### src/rtl/traffic_phase_controller.sv
// Two-road intersection phase sequencer. A Moore FSM walks the six lamp
// phases. It arms the external phase timer on entry to each phase, then
// waits for that timer's expiry. A latched side-road request decides whether
// the side phase is served after a main-green expiry.
module traffic_phase_controller #(
   parameter int unsigned T_MAIN_GREEN = 8,
   parameter int unsigned T_SIDE_GREEN = 5,
   parameter int unsigned T_YELLOW     = 3,
   parameter int unsigned T_ALLRED     = 1
) (
   input  logic       clkin,
   input  logic       reset,
   input  logic       side_request,
   input  logic       expired,
   output logic [3:0] timer_value,
   output logic       start_timer,
   output logic       seconds_enabled,
   output logic [2:0] main_light,
   output logic [2:0] side_light
);

   // A phase of length 0 would never arm a meaningful count, so 0 becomes 1.
   // Values beyond the 4-bit timer range saturate instead of wrapping.
   function automatic logic [3:0] clamp_phase(input int unsigned v);
      if (v == 0)       return 4'd1;
      else if (v > 15)  return 4'd15;
      else              return v[3:0];
   endfunction

   localparam logic [3:0] MAIN_GREEN_T = clamp_phase(T_MAIN_GREEN);
   localparam logic [3:0] SIDE_GREEN_T = clamp_phase(T_SIDE_GREEN);
   localparam logic [3:0] YELLOW_T     = clamp_phase(T_YELLOW);
   localparam logic [3:0] ALLRED_T     = clamp_phase(T_ALLRED);

   localparam logic [2:0] MAIN_GREEN  = 3'd0;
   localparam logic [2:0] MAIN_YELLOW = 3'd1;
   localparam logic [2:0] ALL_RED_1   = 3'd2;
   localparam logic [2:0] SIDE_GREEN  = 3'd3;
   localparam logic [2:0] SIDE_YELLOW = 3'd4;
   localparam logic [2:0] ALL_RED_2   = 3'd5;

   // Lamp encoding is {red, yellow, green}.
   localparam logic [2:0] RED    = 3'b100;
   localparam logic [2:0] YELLOW = 3'b010;
   localparam logic [2:0] GREEN  = 3'b001;

   logic [2:0] state, state_next;
   logic       arm, arm_next;         // 1 during the single ARM cycle of a phase
   logic       req_pending, req_next;
   logic [2:0] main_next, side_next;
   logic [3:0] value_next;
   logic       leave;

   // Expiry only counts in WAIT. The ARM cycle ignores whatever the timer shows.
   assign leave = !arm && expired;

   // The timer always counts whole seconds.
   assign seconds_enabled = 1'b1;

   // start_timer is the registered ARM flag itself, so it pulses for exactly
   // one cycle after every entry, including a self-loop.
   assign start_timer = arm;

   // Next-state logic: advance on expiry in WAIT, otherwise fall out of ARM.
   always_comb begin
      // NOTE: defaults first, so every path assigns every output and no latch is inferred.
      state_next = state;
      arm_next   = 1'b0;
      case (state)
         MAIN_GREEN: if (leave) begin
            state_next = req_pending ? MAIN_YELLOW : MAIN_GREEN;
            arm_next   = 1'b1;
         end
         MAIN_YELLOW: if (leave) begin state_next = ALL_RED_1;   arm_next = 1'b1; end
         ALL_RED_1:   if (leave) begin state_next = SIDE_GREEN;  arm_next = 1'b1; end
         SIDE_GREEN:  if (leave) begin state_next = SIDE_YELLOW; arm_next = 1'b1; end
         SIDE_YELLOW: if (leave) begin state_next = ALL_RED_2;   arm_next = 1'b1; end
         ALL_RED_2:   if (leave) begin state_next = MAIN_GREEN;  arm_next = 1'b1; end
         default: begin
            // Unreachable encodings fall back to the safe all-red phase.
            state_next = ALL_RED_2;
            arm_next   = 1'b1;
         end
      endcase
   end

   // Request latch. It clears on entry to side green, and the clear beats a request on that same edge.
   always_comb begin
      if (state_next == SIDE_GREEN && arm_next) req_next = 1'b0;
      else                                      req_next = req_pending | side_request;
   end

   // Decode lamps and phase duration from the next state, so that they register alongside it.
   always_comb begin
      main_next  = RED;
      side_next  = RED;
      value_next = ALLRED_T;
      case (state_next)
         MAIN_GREEN:  begin main_next = GREEN;  value_next = MAIN_GREEN_T; end
         MAIN_YELLOW: begin main_next = YELLOW; value_next = YELLOW_T;     end
         SIDE_GREEN:  begin side_next = GREEN;  value_next = SIDE_GREEN_T; end
         SIDE_YELLOW: begin side_next = YELLOW; value_next = YELLOW_T;     end
         default:     ; // all-red phases use the defaults above
      endcase
   end

   // State and output registers. Reset parks the controller in armed all-red, which keeps the timer cleared.
   always_ff @(posedge clkin or posedge reset) begin
      if (reset) begin
         state       <= ALL_RED_2;
         arm         <= 1'b1;
         req_pending <= 1'b0;
         timer_value <= ALLRED_T;
         main_light  <= RED;
         side_light  <= RED;
      end else begin
         // NOTE: non-blocking assignments, so every register sees the pre-edge values of the others.
         state       <= state_next;
         arm         <= arm_next;
         req_pending <= req_next;
         timer_value <= value_next;
         main_light  <= main_next;
         side_light  <= side_next;
      end
   end

endmodule

### config.mk
export PLATFORM = sky130hd
export DESIGN_NAME = traffic_phase_controller
export DESIGN_NICKNAME = d
export VERILOG_FILES = /design/src/rtl/traffic_phase_controller.sv
export SDC_FILE = /design/constraint.sdc
export NUM_CORES = 1
export LEC_CHECK = 0
export ABC_AREA = 1
export CAP_MARGIN = 20
export CORE_ASPECT_RATIO = 1.1
export CORE_MARGIN = 3
export CORE_UTILIZATION = 41
export DETAILED_ROUTE_END_ITERATION = 10
export GPL_TIMING_DRIVEN = 0
export PLACE_DENSITY_LB_ADDON = 0.25
export SETUP_SLACK_MARGIN = 0.15
export SLEW_MARGIN = 25
export SYNTH_ARGS = -nofsm -noshare
export SYNTH_HDL_FRONTEND = slang
export SYNTH_SLANG_ARGS = --single-unit
### constraint.sdc
create_clock -name clkin -period 1.1 [get_ports clkin]
set_input_delay 0.22 -clock clkin [delete_from_list [all_inputs] [get_ports clkin]]
set_output_delay 0.22 -clock clkin [all_outputs]
set_load 0.02 [all_outputs]
# Word-level counts from Yosys, hierarchy flattened
# Index checks and enable logic that the tools add are counted.
[word_totals]
ff_bits = 15
latch_bits = 0
ramBits = 0
mem_bits_ro = 0
input_bits = 4
n_memories = 0
[classes]
n_addsub = 0
multipliers = 0
div_mod_pow = 0
order_cmp = 0
n_eq_ne = 8
n_shift = 0
n_mux = 14
n_bitwise = 1
reduce_logical = 7
[op_table]
columns = ["op", "n"]
rows = [
  ["3-bit two-way mux", 6],
  ["3-bit one-hot mux with 6 select lines", 1],
  ["3-bit one-hot mux with 2 select lines", 2],
  ["4-bit one-hot mux with 3 select lines", 1],
  ["3-bit by 2-bit == test with 1-bit output, second input constant", 3],
  ["3-bit == test, second input constant", 3],
  ["3-bit by 1-bit == test with 1-bit output, second input constant", 2],
  ["3-bit logical NOT", 2],
  ["6-bit OR reduction", 1],
  ["1-bit two-way mux", 4],
  ["1-bit logical AND", 2],
  ["2-bit OR reduction", 1],
  ["1-bit logical NOT", 1],
  ["1-bit bitwise OR", 1],
]

# Longest topological paths before layout
[logic_depth]
word_depth = 7
depth_mapped = 7
ltp_nobuf = 7

# Worst setup path after synthesis
# No wires, ideal clock.
[synth_timing]
path_type = "register to register"
start = "register arm, in the netlist start_timer"
end = "register timer_value[0]"
setup_ns = 0.085
arrival_ns = 1.033
path_slack_ns = -0.018
path_stages_with_launch = 8
path_cell_list = "dfstp_2 > inv_2 > nand3_1 > nand2_1 > nand2_1 > nand2_2 > inv_1 > nand3_1"
[synth_via]
elab_chain_cells = 7
word_cells_on_any_way = 15
classes_between = "eq/ne: 3; mux: 8; reduce/logical: 4"
[synth_rtl]
columns = ["element", "line", "source"]
rows = [
  ["from (decl)", "48", "logic arm, arm_next;"],
  ["from (signal assigned)", "119", "arm <= arm_next;"],
  ["1-bit logical NOT (*)", "55", "assign leave = !arm && expired;"],
  ["1-bit logical AND (*)", "55", ""],
  ["3-bit two-way mux, or another cell as far along", "78", "ALL_RED_2: if (leave) begin state_next = MAIN_GREEN; arm_next = 1'b1; end"],
  ["3-bit one-hot mux with 6 select lines (*)", "69", "case (state)"],
  ["via state_next[0]", "47", "logic [2:0] state, state_next;"],
  ["3-bit == test or 3-bit by 1-bit == test with 1-bit output (tied branches)", "98", "case (state_next)"],
  ["2-bit OR reduction (no source line)", "-", ""],
  ["4-bit one-hot mux with 3 select lines (*)", "98", ""],
  ["via value_next[0]", "51", "logic [3:0] value_next;"],
  ["to (signal assigned)", "121", "timer_value <= value_next;"],
  ["to (decl)", "15", "output logic [3:0] timer_value,"],
]
# The timed path passes the listed nets; every way through them passes the cells marked *.

# Worst setup path in the final report
[layout_timing]
start = "register state[0]"
end = "register timer_value[3]"
[layout_via]
elab_chain_cells = 5
word_cells_on_any_way = 19
classes_between = "eq/ne: 8; mux: 8; reduce/logical: 3"
[layout_rtl]
columns = ["element", "line", "source"]
rows = [
  ["from (decl)", "47", ""],
  ["from (signal assigned)", "118", "state <= state_next;"],
  ["3-bit == test, or another cell as far along", "69", ""],
  ["3-bit one-hot mux with 6 select lines (*)", "69", ""],
  ["via state_next[2]", "47", ""],
  ["3-bit == test or 3-bit by 1-bit == test with 1-bit output (tied branches)", "98", ""],
  ["2-bit OR reduction (no source line)", "-", ""],
  ["4-bit one-hot mux with 3 select lines (*)", "98", ""],
]
# Marks and branches as above.

==> summary.txt <==
Run status
  – Status: complete, but fails checks
  – Failing checks: negative setup slack

Global routing
  – Pin count of the biggest net entering global routing: 15
  – First-pass GRT wire length: 1766 um
  – Total track usage: 12.17%
  – GR Overflow Total: 0
  – Vias in the first global route: 456
  – Initial antenna violation count: 0

Timing
  – RSZ-0062 raised after global routing: true
  – Final Hold Fails: 0
  – Max Freq: 848.4 MHz
  – Setup violators final: 14
  – Max Slew Vio Count: 0
  – Hold Slack: 0.2549 ns
  – Setup Skew: 0.004930 ns
  – Setup TNS: -0.5995 ns
  – Tcrit/Tclk final: 107.2%
  – Worst Setup Slack, final: -0.07872 ns
  – Final critical-path required period: 1.179 ns

Floorplanning
  – Initial Util: 44.55%
  – Floorplan row count: 14
  – Die Wd: 43.21 um
  – # IOs: 16
  – Die height: 46.93 um
  – Die area: 0.002028 sq mm
  – CORE AREA: 0.001401 sq mm

Finish
  – Final net count: 91
  – Antenna diode count: 0
  – # fillers: 124
  – P&R area growth vs syn: 41.68%
  – Ratio of cells with drive above 1 in the final layout: 55.81%

Placed design
  – Number of port buffers: 14
  – GPL Wtd Cong: 0.8342
  – Post-DP HPWL: 756.1 um

Worst setup path
  – Critical path peak fanout: 7
  – Startpoint Class: flip-flop
  – Critical path class: flip-flop to flip-flop
  – CP required: 1.28 ns
  – CP top delay family: flip-flops
  – Slowest CP cell: dfstp_2
  – Worst path cell trace: buf_6, nand4_1, nand2_2, inv_2, nand2_2, nor2_2
  – CP Data Arrival Time: 1.36 ns
  – Crit-path most repeated cell: nand2_2
  – CP max stage delay: 0.53 ns
  – Crit. End Element: flip-flop
  – Buffers plus inverters on the worst setup path: 2

Clock network
  – Worst-Skew Late Latency: 0.28 ns
  – Clock slew at reported path FFs: 0.08 ns
  – Root Driver: clkbuf_4
  – Cts hold-fix bufs: 0
  – CTS Buf Count: 3
  – Htree depth: 1
  – CTS tree: built
  – Clock Path Buffers: 2
  – CTS Sinks: 14

Pwr
  – Maximum VDD drop: 1615 uV
  – Cell Pwr Density: 3152 mW/mm^2
  – P_leak: 0.4658 nW

Yosys
  – Post-synthesis sequential area ratio: 57.31%
  – Synth top area cells: dfrtp_1 32%, dfstp_2 25%, nand2_2 7.0%
  – Gate Count Post-Synth: 66
  – Syn Std Cell Area: 624.3 sq um
  – Area share of the largest cell type after synthesis: 32.06%
  – Yosys reg bits: 14
  – Syn avg cell area: 9.460 sq um
  – Synth cell types: 17
  – Syn Nets: 70
  – Synth warn: 0
  – Post-synth top area cell: dfrtp_1

Route
  – Vias/cell: 4.598
  – Pre-antenna DRT Iters: 2
  – Detailed-route via count: 469
  – Routed length per placed instance: 9.843 um
  – Initial DRC Count: 8
  – Detail Route Antenna Nets: 0
  – Wirelength, routed: 1004 um
  – # DRC: 0

Run
  – Max_cap viols: 0

Hold path
  – Hold WC Path Type: primary input to asynchronous set/reset pin
==> worst paths after layout <==
check | start | end | slack [ns] | cells after the start
max | state[0] | timer_value[3] | -0.08 | 6
min | reset | side_light[0] | 0.25 | 2
max reg2reg | state[0] | timer_value[3] | -0.08 | 6
min reg2reg | req_pending | req_pending | 0.53 | 2
max in group asynchronous | reset | main_light[2] | 0.49 | 2
min in group clkin | expired | start_timer | 0.46 | 3
==> sequential cells by signal, summed over array words and instances (netlist names) <==
signal	count
start_timer	1
req_pending	1
timer_value	4
side_light	3
main_light	2
state	3
==> metal layers <==
metal / vias up / GRT usage (%) / wire length, um
li1: 236 / - / -
met1: 219 / 14.35 / 404
met2: 12 / 19.47 / 501
met3: 2 / 4.215 / 78
met4: 0 / 7.229 / 19
met5: - / 0 / 0
==> cell usage after synthesis <==
cell,instances
nand2_1,9
dfstp_2,6
nand2_2,7
nor2_2,2
dfrtp_1,8
inv_2,2
nor2_1,4
nand3_2,3
nand3_1,6
buf_6,1
nand4_1,1
clkinv_2,1
nor3_1,1
buf_4,2
inv_1,10
conb_1,1
a21oi_1,2
==> final cells by class <==
class                      count  area (sq um)  share of cell area [%]
multi-input combinational     36         222.7                   25.18
buffer                         3         30.03                   3.395
clock buffer                   4         36.28                   4.102
timing repair buffer          16         167.7                   18.95
tap                           16         20.02                   2.263
inverter                      13         50.05                   5.658
sequential                    14         357.8                   40.45
==> cells in the final DEF (no fill, tap or decap) <==
master / n
a21oi_2: 2
buf_4: 3
buf_6: 13
clkbuf_4: 3
clkbuf_8: 1
clkdlybuf4s50_1: 2
clkinv_2: 1
conb_1: 1
dfrtp_1: 8
dfstp_2: 6
dlygate4sd2_1: 1
inv_1: 9
inv_2: 3
nand2_1: 8
nand2_2: 7
nand2_4: 1
nand3_1: 5
nand3_2: 3
nand3_4: 1
nand4_1: 1
nor2_1: 2
nor2_2: 4
nor3_1: 1
==> cells by family (layout without fill, tap and decap cells) <==
group,Yosys count,after routing,synth area share [%]
other,1,1,0.6006
AO/OA/AOI/OAI,2,2,1.603
buffers and inverters,16,36,12.22
AND/OR/NAND/NOR,33,33,28.26
flip-flops,14,14,57.31
==> report_power, final <==
part | switching, mW | internal (mW) | leakage (nW) | total, mW
Clock | 0.165 | 0.202 | 0.0210 | 0.366
Sequential | 0.133 | 0.807 | 0.164 | 0.940
Combinational | 0.823 | 0.659 | 0.280 | 1.48
==> repair_timing <==
| item | in CTS | in global routing |
|---|---|---|
| endpoints found under the setup margin | 24 | 24 |
| resized for setup | 70 | 2 |
| pin swaps | 4 | 3 |
| hold endpoints to repair | 0 | 0 |
| buffers inserted | 2 | 0 |
==> through the flow <==
| stage | utilization, % | cells | cell area (sq um) | power, mW | setup slack, ns |
|---|---|---|---|---|---|
| after CTS | 62.86 | 102 | 880.8 | 2.803 | -0.09013 |
| after global placement | 57.23 | 96 | 802.0 | 2.257 | -0.2559 |
| after floorplan | - | 66 | 641.9 | 1.847 | -0.01169 |
| after global routing | 63.13 | 102 | 884.6 | 3.010 | -0.2164 |
| final | 63.13 | 102 | 884.6 | 2.788 | -0.07872 |
| after detailed placement | 57.23 | 96 | 802.0 | 2.280 | -0.2655 |
Note: power is estimated with default switching activity, not from simulation.
